$ cat src/rtl/otter_pkg.sv
// -----------------------------------------------------------------------------
// otter_pkg
// Shared definitions for the OTTER multicycle control unit: the FSM state
// type, RV32I major opcodes, and the select encodings for the PC, ALU-B and
// register-file writeback muxes.
// -----------------------------------------------------------------------------
package otter_pkg;

   typedef enum logic [1:0] {
      ST_INIT   = 2'd0,
      ST_FETCH  = 2'd1,
      ST_DECODE = 2'd2,
      ST_MEM    = 2'd3
   } state_t;

   // RV32I major opcodes (IR[6:0])
   localparam logic [6:0] OPC_LUI    = 7'b0110111;
   localparam logic [6:0] OPC_AUIPC  = 7'b0010111;
   localparam logic [6:0] OPC_JAL    = 7'b1101111;
   localparam logic [6:0] OPC_JALR   = 7'b1100111;
   localparam logic [6:0] OPC_BRANCH = 7'b1100011;
   localparam logic [6:0] OPC_LOAD   = 7'b0000011;
   localparam logic [6:0] OPC_STORE  = 7'b0100011;
   localparam logic [6:0] OPC_OPIMM  = 7'b0010011;
   localparam logic [6:0] OPC_OP     = 7'b0110011;

   // PC mux selects; 4 and 5 are held back for trap entry / return
   localparam logic [3:0] PCSRC_NEXT   = 4'd0;
   localparam logic [3:0] PCSRC_JALR   = 4'd1;
   localparam logic [3:0] PCSRC_BRANCH = 4'd2;
   localparam logic [3:0] PCSRC_JAL    = 4'd3;
   localparam logic [3:0] PCSRC_MTVEC  = 4'd4;
   localparam logic [3:0] PCSRC_MEPC   = 4'd5;

   // ALU-A mux selects
   localparam logic       SRCA_RS1  = 1'b0;
   localparam logic       SRCA_UIMM = 1'b1;

   // ALU-B mux selects
   localparam logic [1:0] SRCB_RS2  = 2'd0;
   localparam logic [1:0] SRCB_IIMM = 2'd1;
   localparam logic [1:0] SRCB_SIMM = 2'd2;
   localparam logic [1:0] SRCB_PC   = 2'd3;

   // Register-file writeback mux selects
   localparam logic [1:0] WSEL_PC4 = 2'd0;
   localparam logic [1:0] WSEL_CSR = 2'd1;
   localparam logic [1:0] WSEL_MEM = 2'd2;
   localparam logic [1:0] WSEL_ALU = 2'd3;

   localparam logic [3:0] ALU_ADD = 4'b0000;
   localparam logic [3:0] ALU_LUI = 4'b1001;

   function automatic logic is_mem_op(input logic [6:0] opc);
      return (opc == OPC_LOAD) || (opc == OPC_STORE);
   endfunction

endpackage

$ cat src/rtl/otter_branch_cond.sv
// -----------------------------------------------------------------------------
// otter_branch_cond
// Decides whether a conditional branch is taken from FUNC3 and the three
// comparator flags.
//   FUNC3  in  3  branch kind (IR[14:12])
//   BR_EQ  in  1  rs1 == rs2
//   BR_LT  in  1  signed rs1 < rs2
//   BR_LTU in  1  unsigned rs1 < rs2
//   TAKEN  out 1  branch taken
// -----------------------------------------------------------------------------
module otter_branch_cond (
   input  logic [2:0] FUNC3,
   input  logic       BR_EQ,
   input  logic       BR_LT,
   input  logic       BR_LTU,
   output logic       TAKEN
);

   // FUNC3[2:1] picks the comparison, FUNC3[0] inverts it.
   // 010/011 are not branch encodings and never branch.
   always_comb begin
      TAKEN = 1'b0;
      case (FUNC3[2:1])
         2'b00:   TAKEN = BR_EQ  ^ FUNC3[0];
         2'b10:   TAKEN = BR_LT  ^ FUNC3[0];
         2'b11:   TAKEN = BR_LTU ^ FUNC3[0];
         default: TAKEN = 1'b0;
      endcase
   end

endmodule

$ cat src/rtl/otter_mc_ctrl.sv
// -----------------------------------------------------------------------------
// otter_mc_ctrl
// Multicycle control FSM for the OTTER RV32I core (INIT/FETCH/DECODE/MEM).
// Outputs are combinational from the state and the current inputs; only the
// state register is sequential.
//   CLK, RST               clock, asynchronous active-low reset
//   OPCODE/FUNC3/FUNC7_5   instruction fields from IR
//   BR_EQ/BR_LT/BR_LTU     comparator flags
//   MEM_READY              cache access complete this cycle
//   PC_WRITE/IR_WRITE/REG_WRITE  register write enables
//   MEM_RDEN1              instruction fetch request
//   MEM_RDEN2/MEM_WE2      data read / write request
//   PC_SOURCE/ALU_SRCA/ALU_SRCB/RF_WR_SEL/ALU_FUN  datapath selects
// -----------------------------------------------------------------------------
module otter_mc_ctrl
   import otter_pkg::*;
(
   input  logic       CLK,
   input  logic       RST,
   input  logic [6:0] OPCODE,
   input  logic [2:0] FUNC3,
   input  logic       FUNC7_5,
   input  logic       BR_EQ,
   input  logic       BR_LT,
   input  logic       BR_LTU,
   input  logic       MEM_READY,
   output logic       PC_WRITE,
   output logic       IR_WRITE,
   output logic       REG_WRITE,
   output logic       MEM_RDEN1,
   output logic       MEM_RDEN2,
   output logic       MEM_WE2,
   output logic [3:0] PC_SOURCE,
   output logic       ALU_SRCA,
   output logic [1:0] ALU_SRCB,
   output logic [1:0] RF_WR_SEL,
   output logic [3:0] ALU_FUN
);

   state_t state_q, state_d;
   logic   br_taken;

   otter_branch_cond u_branch_cond (
      .FUNC3  (FUNC3),
      .BR_EQ  (BR_EQ),
      .BR_LT  (BR_LT),
      .BR_LTU (BR_LTU),
      .TAKEN  (br_taken)
   );

   // Reset lands in INIT, whose outputs are all zero, so every enable drops
   // the moment RST goes low.
   always_ff @(posedge CLK or negedge RST) begin
      if (!RST) state_q <= ST_INIT;
      else      state_q <= state_d;
   end

   always_comb begin
      state_d   = state_q;
      PC_WRITE  = 1'b0;
      IR_WRITE  = 1'b0;
      REG_WRITE = 1'b0;
      MEM_RDEN1 = 1'b0;
      MEM_RDEN2 = 1'b0;
      MEM_WE2   = 1'b0;
      PC_SOURCE = PCSRC_NEXT;
      ALU_SRCA  = SRCA_RS1;
      ALU_SRCB  = SRCB_RS2;
      RF_WR_SEL = WSEL_PC4;
      ALU_FUN   = ALU_ADD;

      case (state_q)
         ST_INIT: state_d = ST_FETCH;

         ST_FETCH: begin
            MEM_RDEN1 = 1'b1;
            if (MEM_READY) begin
               IR_WRITE = 1'b1;
               state_d  = ST_DECODE;
            end
         end

         // MEM_READY is deliberately not looked at here.
         ST_DECODE: begin
            state_d = is_mem_op(OPCODE) ? ST_MEM : ST_FETCH;
            case (OPCODE)
               OPC_OP: begin
                  REG_WRITE = 1'b1;
                  RF_WR_SEL = WSEL_ALU;
                  PC_WRITE  = 1'b1;
                  ALU_FUN   = {FUNC7_5, FUNC3};
               end
               OPC_OPIMM: begin
                  REG_WRITE = 1'b1;
                  RF_WR_SEL = WSEL_ALU;
                  PC_WRITE  = 1'b1;
                  ALU_SRCB  = SRCB_IIMM;
                  // FUNC7_5 only distinguishes SRLI/SRAI among immediates
                  ALU_FUN   = (FUNC3 == 3'b101) ? {FUNC7_5, FUNC3} : {1'b0, FUNC3};
               end
               OPC_LUI: begin
                  REG_WRITE = 1'b1;
                  RF_WR_SEL = WSEL_ALU;
                  PC_WRITE  = 1'b1;
                  ALU_SRCA  = SRCA_UIMM;
                  ALU_FUN   = ALU_LUI;
               end
               OPC_AUIPC: begin
                  REG_WRITE = 1'b1;
                  RF_WR_SEL = WSEL_ALU;
                  PC_WRITE  = 1'b1;
                  ALU_SRCA  = SRCA_UIMM;
                  ALU_SRCB  = SRCB_PC;
               end
               OPC_JAL: begin
                  REG_WRITE = 1'b1;
                  RF_WR_SEL = WSEL_PC4;
                  PC_WRITE  = 1'b1;
                  PC_SOURCE = PCSRC_JAL;
               end
               OPC_JALR: begin
                  REG_WRITE = 1'b1;
                  RF_WR_SEL = WSEL_PC4;
                  PC_WRITE  = 1'b1;
                  PC_SOURCE = PCSRC_JALR;
                  ALU_SRCB  = SRCB_IIMM;
               end
               OPC_BRANCH: begin
                  PC_WRITE  = 1'b1;
                  PC_SOURCE = br_taken ? PCSRC_BRANCH : PCSRC_NEXT;
               end
               OPC_LOAD: begin
                  MEM_RDEN2 = 1'b1;
                  ALU_SRCB  = SRCB_IIMM;
               end
               OPC_STORE: begin
                  MEM_WE2  = 1'b1;
                  ALU_SRCB = SRCB_SIMM;
               end
               default: PC_WRITE = 1'b1;
            endcase
         end

         // IR still holds the load/store, so OPCODE picks which request to hold.
         ST_MEM: begin
            if (OPCODE == OPC_LOAD) begin
               MEM_RDEN2 = 1'b1;
               ALU_SRCB  = SRCB_IIMM;
            end else begin
               MEM_WE2  = 1'b1;
               ALU_SRCB = SRCB_SIMM;
            end
            if (MEM_READY) begin
               PC_WRITE = 1'b1;
               state_d  = ST_FETCH;
               if (OPCODE == OPC_LOAD) begin
                  REG_WRITE = 1'b1;
                  RF_WR_SEL = WSEL_MEM;
               end
            end
         end

         default: state_d = ST_INIT;
      endcase
   end

endmodule

$ cat config.mk
export PLATFORM = sky130hd
export DESIGN_NAME = otter_mc_ctrl
export DESIGN_NICKNAME = d
export VERILOG_FILES = /design/src/rtl/otter_pkg.sv /design/src/rtl/otter_branch_cond.sv /design/src/rtl/otter_mc_ctrl.sv
export SDC_FILE = /design/constraint.sdc
export NUM_CORES = 1
export LEC_CHECK = 0
export CORE_UTILIZATION = 34
export CTS_BUF_LIST = sky130_fd_sc_hd__clkbuf_4 sky130_fd_sc_hd__clkbuf_8
export DETAILED_ROUTE_END_ITERATION = 8
export PLACE_DENSITY = 0.8
export SKIP_CTS_REPAIR_TIMING = 1
export SLEW_MARGIN = 20
export SYNTH_ARGS = -nofsm -noshare
export SYNTH_HDL_FRONTEND = slang
export SYNTH_HIERARCHICAL = 1
export SYNTH_SLANG_ARGS = --single-unit
$ cat constraint.sdc
create_clock -name CLK -period 2.25 [get_ports CLK]
set_input_delay 0.3375 -clock CLK [delete_from_list [all_inputs] [get_ports CLK]]
set_output_delay 0.3375 -clock CLK [all_outputs]
set_load 0.005 [all_outputs]
# After elaboration in Yosys (flattened, before gate mapping)
# Cells that the tools add are included.
word_totals:
  register_bits: 2
  in_bits: 17
  out_inout_bits: 19
  word_cells: 64
op_classes:
  n_eq_ne: 17
  muxes: 33
  bitwise_logic: 3
  reduce_logical: 10
ops:
  columns: ["op", "count"]
  rows:
  - ["7-bit by 6-bit equality test with 1-bit output, second input constant", 3]
  - ["7-bit equality test, second input constant", 3]
  - ["2-bit 2-to-1 mux", 9]
  - ["7-bit by 5-bit equality test with 1-bit output, second input constant", 2]
  - ["1-bit 2-to-1 mux", 12]
  - ["2-bit case mux with 3 select lines", 2]
  - ["4-bit case mux with 3 select lines", 1]
  - ["2-bit equality test, second input constant", 4]
  - ["4-bit 2-to-1 mux", 2]
  - ["2-bit case mux with 2 select lines", 2]
  - ["2-bit case mux with 4 select lines", 1]
  - ["7-bit by 2-bit equality test with 1-bit output, second input constant", 1]
  - ["1-bit case mux with 2 select lines", 3]
  - ["2-bit OR reduction", 3]
  - ["6-bit OR reduction", 1]
  - ["2-bit logical NOT", 2]
  - ["2-bit inequality test, second input constant", 2]
  - ["4-bit OR reduction", 1]
  - ["3-bit equality test, second input constant", 1]
  - ["1-bit case mux with 3 select lines", 1]
  - ["3-bit OR reduction", 1]
  - ["1-bit bitwise XOR", 3]
  - ["2-bit by 1-bit equality test with 1-bit output, second input constant", 1]
  - ["2-bit AND reduction", 1]
  - ["1-bit logical OR", 1]

# Logic depth before layout (Yosys ltp)
# Gate-level depths: netlist (run 1).
logic_depth:
  word_depth: 5
  ltp_mapped: 6
  mapped_depth_nobuf: 5

# Modules after synthesis
# The synthesis (run 1) kept the hierarchy.
by_module_without_submodules:
  columns: ["mod", "n_inst", "cells_per_inst", "area_per_inst_um2", "seq_area_each_um2"]
  rows:
  - ["otter_mc_ctrl", 1, 61, 432.9, 50.0]
  - ["otter_branch_cond", 1, 6, 46.3, 0.0]

# Worst setup path before layout (run 1)
# OpenSTA, ideal clock, no wires.
synth_timing:
  kind: "register -> output"
  from: "register state_q[0]"
  to: "output port ALU_SRCB[1]"
  arrival_ps: 1534
  t_required_ps: 1913
  slack_ps: 379
  stages_incl_launch_ff: 7
  path_buffers: 1
  path_cell_list: "dfrtp_1 -> inv_1 -> ha_1 -> and4b_1 -> clkbuf_1 -> nand3b_1 -> o32ai_1"
synth_via:
  elab_chain_cells: 2
  elab_cells_between_ends: 3
  cone_classes: "eq/ne: 2; mux: 1"
synth_lines:
  columns: ["item", "line_no", "rtl"]
  rows:
  - ["start, declared", "otter_mc_ctrl.sv:40", "state_t state_q, state_d;"]
  - ["start signal, assigned", "otter_mc_ctrl.sv:55", "else state_q <= state_d;"]
  - ["2-bit equality test", "otter_mc_ctrl.sv:72", "case (state_q)"]
  - ["2-bit case mux with 2 select lines (*)", "otter_mc_ctrl.sv:72", null]
  - ["end, declared", "otter_mc_ctrl.sv:35", "output logic [1:0] ALU_SRCB,"]
# Every way passes the cells marked *; elsewhere a longest branch is shown, timed or not.

# Final worst setup path (run 1)
layout_timing:
  from: "input port OPCODE[3]"
  to: "output port ALU_SRCB[1]"
layout_via:
  elab_chain_cells: 4
  elab_cells_between_ends: 9
  cone_classes: "eq/ne: 5; mux: 3; reduce/logical: 1"
layout_lines:
  columns: ["item", "line_no", "rtl"]
  rows:
  - ["start, declared", "otter_mc_ctrl.sv:20", "input logic [6:0] OPCODE,"]
  - ["7-bit by 2-bit equality test with 1-bit output, or another cell as far along", "otter_mc_ctrl.sv:86, otter_mc_ctrl.sv:146", null]
  - ["3-bit OR reduction (no line)", null, null]
  - ["2-bit case mux with 3 select lines", "otter_mc_ctrl.sv:86", "case (OPCODE)"]
  - ["2-bit case mux with 2 select lines (*)", "otter_mc_ctrl.sv:72", null]
# Marked as above.

==> results of run 1 <==
-- per-stage QoR --
stage                     utilization (%)  std cells  instance area [µm²]  setup WS, ns  hold WS (ns)
final                                76.3        131                  993        -0.114         0.280
after global placement               70.9        128                  922        -0.384         0.505
after global routing                 76.3        131                  993        -0.178         0.286
after detailed placement             70.9        128                  922        -0.405         0.512
after CTS                            72.6        131                  945        -0.415         0.273
after floorplan                         -         68                  483         0.379        0.0419
-- layout by cell type, fill, tap and decap left out, types with 3 or more instances in the layout --
master and count:
sky130_fd_sc_hd__nor2_1 8, sky130_fd_sc_hd__a21oi_1 3, sky130_fd_sc_hd__clkbuf_4 3, sky130_fd_sc_hd__ha_1 4, sky130_fd_sc_hd__inv_1 5, sky130_fd_sc_hd__clkdlybuf4s50_1 16
sky130_fd_sc_hd__nor3_1 3, sky130_fd_sc_hd__buf_4 16, sky130_fd_sc_hd__nand2_1 7, sky130_fd_sc_hd__xor2_1 3, sky130_fd_sc_hd__dlymetal6s2s_1 16
-- cell families (layout without fill, tap and decap cells) --
kind of cell | Yosys count | count (layout) | share of synthesized area (%)
and+or+nand+nor | 32 | 32 | 37.3
adders and majority gates | 4 | 4 | 10.4
DFF | 2 | 2 | 10.4
AOI/OAI and AO/OA | 14 | 14 | 21.2
buffers and inverters | 9 | 57 | 10.2
muxes | 2 | 2 | 4.18
other | 1 | 2 | 0.783
xor gates and xnor gates | 3 | 3 | 5.48
-- layout make-up --
type	count	share of cell area (%)
clock buffer	3	2.27
inverter	5	1.89
multi-input combinational	57	40.1
sequential	2	5.04
tap	15	1.89
timing repair buffer	49	48.9
-- per-layer routing --
metal / vias to the layer above / global-route usage (%)
met5: - / 0
met4: 0 / 9.48
met3: 2 / 0.568
met2: 28 / 43.9
met1: 308 / 24.7
li1: 334 / -
-- power by group through the flow --
stage | logic [µW] | registers, µW | clock network, µW
floorplan | 138 | 63.1 | 0
global placement | 288 | 59.2 | 0
finish | 292 | 59.2 | 77.6
global route | 331 | 61.6 | 83.9
CTS | 296 | 59.5 | 83.5
detailed placement | 296 | 60.0 | 0
-- how the worst max path moves through the flow --
stage | from | cells past startpoint | slack, ns | end
after floorplan | state_q[0]$_DFFE_PN0P_ | 6 | 0.38 | ALU_SRCB[1]
after global placement | OPCODE[4] | 5 | -0.38 | REG_WRITE
after detailed placement | OPCODE[4] | 5 | -0.40 | REG_WRITE
after CTS | OPCODE[4] | 5 | -0.41 | REG_WRITE
after global routing | OPCODE[3] | 5 | -0.18 | ALU_SRCB[1]
final | OPCODE[3] | 5 | -0.11 | ALU_SRCB[1]
-- critical path, delay by kind of cell --
| kind | cells | cell delay (ns) |
|---|---|---|
| buffers and inverters | 2 | 1.00 |
| AND/OR/NAND/NOR | 2 | 0.43 |
| AO/OA/AOI/OAI | 1 | 0.26 |
==> results.txt, run 1 <==
----------------------------------------------------
[Synth]
  Post-synth ARST share ... 100%
  Unique cell type count in the Yosys netlist ... 34
  Warnings from Yosys ... 6
  Mapped cell area ... 479 µm²
  Area fraction of the dominant cell type after synthesis ... a little over a tenth
  Number of synthesized flops with an enable pin ... 0
  Post-synthesis cell type with the largest combined area ... sky130_fd_sc_hd__dfrtp_1
  Sequential element share of the synthesized area ... about a tenth
  Most frequently used flop master after synthesis ... sky130_fd_sc_hd__dfrtp_1
  Most frequent cell after synthesis ... sky130_fd_sc_hd__nor2_1
  Number of synthesized register bits ... 2
  Syn avg cell area ... 7.15 µm²
  Ranking of synthesized cells by area ... sky130_fd_sc_hd__dfrtp_1, sky130_fd_sc_hd__ha_1, sky130_fd_sc_hd__nor2_1
  Number of instances in the synthesized netlist ... 67
  Most used standard cells in the synthesized netlist ... sky130_fd_sc_hd__nor2_1, sky130_fd_sc_hd__nand2_1, sky130_fd_sc_hd__inv_1

[Finish]
  Number of flip-flops under the largest register name ... 2
  Area used by multi-input combinational logic ... 398 µm²
  Top register by number of flip-flops ... state_q
  Area growth, synth to finish ... 107%
  Share of final-layout standard cells stronger than drive strength 1 ... 22.4%
  Seq. cell area ... about 50 µm²
  Diodes inserted ... 0
  Number of nets in the finished design ... ~140
  Number of fill cells ... 93
  Largest registers ... state_q: 2 flops

[Pwr]
  Static Leak ... 0.000655 µW
  Psw ... 153 µW
  Cell Int Power ... ~280 µW
  Design Power ... 429 µW
  Relative contribution of the clock network to total power ... 18.1%
  Largest voltage drop on the vdd net ... around 0.48 mV
  Power density normalized to cell area ... around 430 nW/µm²
  Sequential power share ... 13.8%
  Combinational share of power ... around two thirds
  Net switching share of the total power ... approximately 36%

[Critical path]
  Worst Path Required ... 1.91 ns
  Slowest stage delay, CP ... 0.55 ns
  Critical path's most frequent cell ... sky130_fd_sc_hd__clkdlybuf4s50_1
  Arrival time of the worst setup path ... 2.03 ns
  Flop2flop setup slack ... 0.94 ns
  Critical path, cell by cell ... clkdlybuf4s50_1 -> and4b_1 -> nand3b_1 -> o32ai_1 -> clkdlybuf4s50_1
  Worst setup path category ... input port to output pin
  CP max-delay cell ... sky130_fd_sc_hd__clkdlybuf4s50_1
  CP Launch Type ... input port
  Maximum fanout encountered on the critical timing path ... 3
  Element type at the critical path end ... output pin
  Number of cell instances on the worst register-to-register path ... 5
  R2r endpoint ... state_q[1]$_DFFE_PN0P_
  Worst reg2reg path startpoint ... state_q[1]$_DFFE_PN0P_

[Clocking]
  Deepest level of the CTS H-tree ... 1
  Buffers from clock root to sink, at most ... 2
  Source-to-sink clock delay at the later pin of the worst-skew pair ... approximately 0.22 ns
  Clock-pin slew on the worst setup and hold paths ... roughly 0.030 ns
  Clock tree from TritonCTS ... built
  CTS Root Cell ... sky130_fd_sc_hd__clkbuf_4
  CTS buffer count ... 3
  Sink count of the clock tree ... 2

[Die]
  Chip Width ... between 30 and 40 µm
  Floorplan core area ... 1300 µm²
  Starting Density ... 36.8%
  Io pins ... 36
  Row count ... 13
  Die area ... 1560 µm²
  Vertical die dimension ... 39.5 µm

[Timing]
  Worst-case clock skew ... 0.0000423 ns
  Final period util ... 105%
  Count of final max-slew check failures ... 0
  Final hold violation count ... 0
  Setup repair after global routing missed its margin ... yes
  Setup ws final ... -0.114 ns
  Setup TNS Final ... -0.137 ns
  Achievable Freq ... 423 MHz
  Setup violations, final ... 2
  Min Tclk post-route ... 2.36 ns

[Global route]
  Remaining global-route overflow ... 0
  Via count of the first global-routing pass ... 592
  Maximum number of pins on one net before global-route repair ... 9
  Wire length of the first global-routing pass ... 2400 µm
  Global-route usage over all layers ... 22.5%
  Initial antenna violation count ... 0

[Detailed routing]
  Via count ... around 670
  Routed met3 length ... roughly 120 µm
  DR vias/cell ... 5.13
  Uppermost routed layer ... met4
  Total iterations of the first detailed-routing run ... 4
  Routed wire length per instance ... 12.5 µm
  Metal2 WL ... 842 µm
  Number of DRC violations after detailed-routing iteration 0 ... 12
  Post-detailed-route count of antenna-violating nets ... 0
  Routed metal-1 wirelength ... about 660 µm
  Total detailed-routing wirelength ... ~1600 µm
  DRC errors left ... 0

[Flow run]
  Max-capacitance violation count ... 0

[Outcome]
  Violated checks ... negative setup slack
  Run status ... finished, violations left

[Placement]
  Count of buffers inserted at the top-level ports ... 33
  Final weighted congestion of routability-driven global placement ... 0.761
  Total half-perimeter wirelength after legalization and detailed placement ... 1350 µm

[Hold path]
  Class of the tightest hold or removal check ... input port to asynchronous set/reset pin

----------------------------------------------------
Power figures use the tool's default switching activity.
==> inputs of run 2 (changes only) <==
- PLACE_DENSITY: 0.8 -> 0.78
==> run 2 against run 1 <==
  * The flow still finishes with violations (negative setup slack)
  * Power increased by 7.6%
  * Global-route usage increased by 2.0 points
  * Critical path depth increased by 2
  * Clock power increased by 2%
  * Critical path type unchanged
==> results.txt, run 2 (same netlist as run 1, synthesis figures left out) <==
----------------------------------------------------
[Outcome]
  Run status ... finished, violations left (unchanged)
  Violated checks ... negative setup slack (unchanged)

[Critical path]
  CP max-delay cell ... sky130_fd_sc_hd__clkdlybuf4s50_1 (unchanged)
  Element type at the critical path end ... output pin (unchanged)
  CP Launch Type ... input port (unchanged)
  Critical path, cell by cell ... clkdlybuf4s50_1 -> and4b_1 -> nand3b_1 -> buf_4 -> buf_6 -> nor3b_1 -> dlymetal6s2s_1 (was clkdlybuf4s50_1 -> and4b_1 -> nand3b_1 -> o32ai_1 -> clkdlybuf4s50_1)
  Worst setup path category ... input port to output pin (unchanged)
  Slowest stage delay, CP ... 0.54 ns (was 0.55 ns)
  Worst Path Required ... 1.91 ns (about the same)
  Arrival time of the worst setup path ... 2.02 ns (was 2.03 ns)
  Maximum fanout encountered on the critical timing path ... 7 (was 3)

[Finish]
  Diodes inserted ... 0 (unchanged)
  Design Area, Final ... 1050 µm² (was 993 µm²)
  Top register by number of flip-flops ... state_q (unchanged)
  Number of nets in the finished design ... 142 (was 139)
  Most used cells in the layout excluding fill and tap cells ... sky130_fd_sc_hd__buf_4, sky130_fd_sc_hd__clkdlybuf4s50_1, sky130_fd_sc_hd__dlymetal6s2s_1, sky130_fd_sc_hd__nor2_1, sky130_fd_sc_hd__nand2_1 (was sky130_fd_sc_hd__clkdlybuf4s50_1, sky130_fd_sc_hd__dlymetal6s2s_1, sky130_fd_sc_hd__buf_4, sky130_fd_sc_hd__nor2_1, sky130_fd_sc_hd__nand2_1)
  Share of final-layout standard cells stronger than drive strength 1 ... 28.6% (was 22.4%)
  Number of flip-flops under the largest register name ... 2 (unchanged)
  Area growth, synth to finish ... 118% (was 107%)
  Largest registers ... state_q: 2 flops (unchanged)
  Commonest non-fill, non-tap cell in the layout ... sky130_fd_sc_hd__buf_4

[Pwr]
  Static Leak ... 0.000692 µW (was 0.000655 µW)
  Largest voltage drop on the vdd net ... 0.405 mV (was 0.476 mV)
  Power density normalized to cell area ... 441 nW/µm² (was 432 nW/µm²)
  Psw ... 178 µW (was 153 µW)
  Combinational share of power ... 69.7% (was 68.1%)
  Relative contribution of the clock network to total power ... 17.2% (was 18.1%)
  Sequential power share ... 13.1% (was 13.8%)
  Cell Int Power ... 284 µW (was 276 µW)
  Net switching share of the total power ... 38.5% (was 35.7%)

[Die]
  Die area ... 1560 µm² (unchanged)
  Floorplan core area ... 1300 µm² (unchanged)
  Starting Density ... 36.8% (unchanged)
  Row count ... 13 (unchanged)
  Io pins ... 36 (unchanged)
  Vertical die dimension ... 39.5 µm (unchanged)
  Chip Width ... 39.5 µm (unchanged)

[Timing]
  Final period util ... 105% (about the same)
  Post-route worst hold slack ... 0.276 ns (was 0.280 ns)
  Final hold violation count ... 0 (unchanged)
  Achievable Freq ... 424 MHz (was 423 MHz)
  Setup violations, final ... 6 (was 2)
  Setup TNS Final ... -0.345 ns (was -0.137 ns)
  Count of final max-slew check failures ... 0 (unchanged)
  Worst-case clock skew ... 0.000140 ns (was 0.0000423 ns)
  Setup repair after global routing missed its margin ... yes (unchanged)
  Setup ws final ... -0.109 ns (was -0.114 ns)
  Min Tclk post-route ... 2.36 ns (about the same)

[Global route]
  Global-route usage over all layers ... 24.6% (was 22.5%)
  Wire length of the first global-routing pass ... 2660 µm (was 2400 µm)
  Via count of the first global-routing pass ... 621 (was 592)
  Remaining global-route overflow ... 0 (unchanged)
  Initial antenna violation count ... 0 (unchanged)
  Maximum number of pins on one net before global-route repair ... 9 (unchanged)

[Detailed routing]
  Total detailed-routing wirelength ... 2320 µm (was 1640 µm)
  Number of DRC violations after detailed-routing iteration 0 ... 17 (was 12)
  Total iterations of the first detailed-routing run ... 4 (unchanged)
  Routed wire length per instance ... 17.3 µm (was 12.5 µm)
  Via count ... 747 (was 672)
  DR vias/cell ... 5.57 (was 5.13)
  Post-detailed-route count of antenna-violating nets ... 0 (unchanged)
  DRC errors left ... 0 (unchanged)

[Hold path]
  Class of the tightest hold or removal check ... input port to asynchronous set/reset pin (unchanged)

[Placement]
  Count of buffers inserted at the top-level ports ... 33 (unchanged)
  Total placed instance area ... 930 µm² (was 922 µm²)
  Final weighted congestion of routability-driven global placement ... 0.778 (was 0.761)
  Total half-perimeter wirelength after legalization and detailed placement ... 1440 µm (was 1350 µm)

[Clocking]
  Source-to-sink clock delay at the later pin of the worst-skew pair ... 0.22 ns (about the same)
  CTS Root Cell ... sky130_fd_sc_hd__clkbuf_4 (unchanged)
  Sink count of the clock tree ... 2 (unchanged)
  Deepest level of the CTS H-tree ... 1 (unchanged)
  Clock tree from TritonCTS ... built (unchanged)
  Buffers from clock root to sink, at most ... 2 (unchanged)
  CTS buffer count ... 3 (unchanged)
  Clock-pin slew on the worst setup and hold paths ... 0.03 ns (about the same)

[Flow run]
  Max-capacitance violation count ... 0 (unchanged)

----------------------------------------------------
## run 2: path summary, 6_finish.rpt
kind | from | endpoint | slack [ns] | depth (start not counted)
hold / removal | RST | state_q[1]$_DFFE_PN0P_ | 0.28 | 1
hold reg to reg | state_q[0]$_DFFE_PN0P_ | state_q[0]$_DFFE_PN0P_ | 0.58 | 2
max in group asynchronous | RST | state_q[0]$_DFFE_PN0P_ | 1.86 | 1
setup / recovery | OPCODE[0] | ALU_FUN[2] | -0.11 | 7
setup reg to reg | state_q[0]$_DFFE_PN0P_ | state_q[1]$_DFFE_PN0P_ | 0.83 | 6
min in group CLK | state_q[0]$_DFFE_PN0P_ | state_q[0]$_DFFE_PN0P_ | 0.58 | 2
## run 2: stage by stage
stage / power [µW] / setup slack [ns] / cells / utilization, %
finish: 462 / -0.109 / 134 / 80.4
global route: 495 / -0.175 / 134 / 80.4
CTS: 450 / -0.433 / 132 / 73.2
detailed placement: 362 / -0.420 / 129 / 71.4
global placement: 349 / -0.384 / 129 / 71.4
floorplan: 201 / 0.379 / 68 / -
## run 2: critical path, delay by kind of cell
family	cells	cell delay [ns]
AND/OR/NAND/NOR	3	0.65
buffers and inverters	4	1.02
## run 2: cell type report
cell class	count	area [µm²]
multi-input combinational	57	424
timing repair buffer	52	512
clock buffer	3	22.5
fill	92	255
sequential	2	50.0
tap	15	18.8
inverter	5	18.8
## run 2: power groups by stage
stage                     sequential (µW)  combinational (µW)  clock, µW
after floorplan                      63.1                 138          0
after global placement               58.9                 290          0
after detailed placement             61.0                 301          0
after CTS                            60.8                 303       86.9
after global routing                 61.6                 346       87.3
final                                60.5                 322       79.5
## run 2: metal layers
metal | vias to the layer above | routed length [µm] | global-route usage (%)
li1 | 342 | - | -
met1 | 364 | 917 | 30.5
met2 | 35 | 1240 | 39.8
met3 | 6 | 127 | 3.41
met4 | 0 | 41 | 13.8
met5 | - | 0 | 0
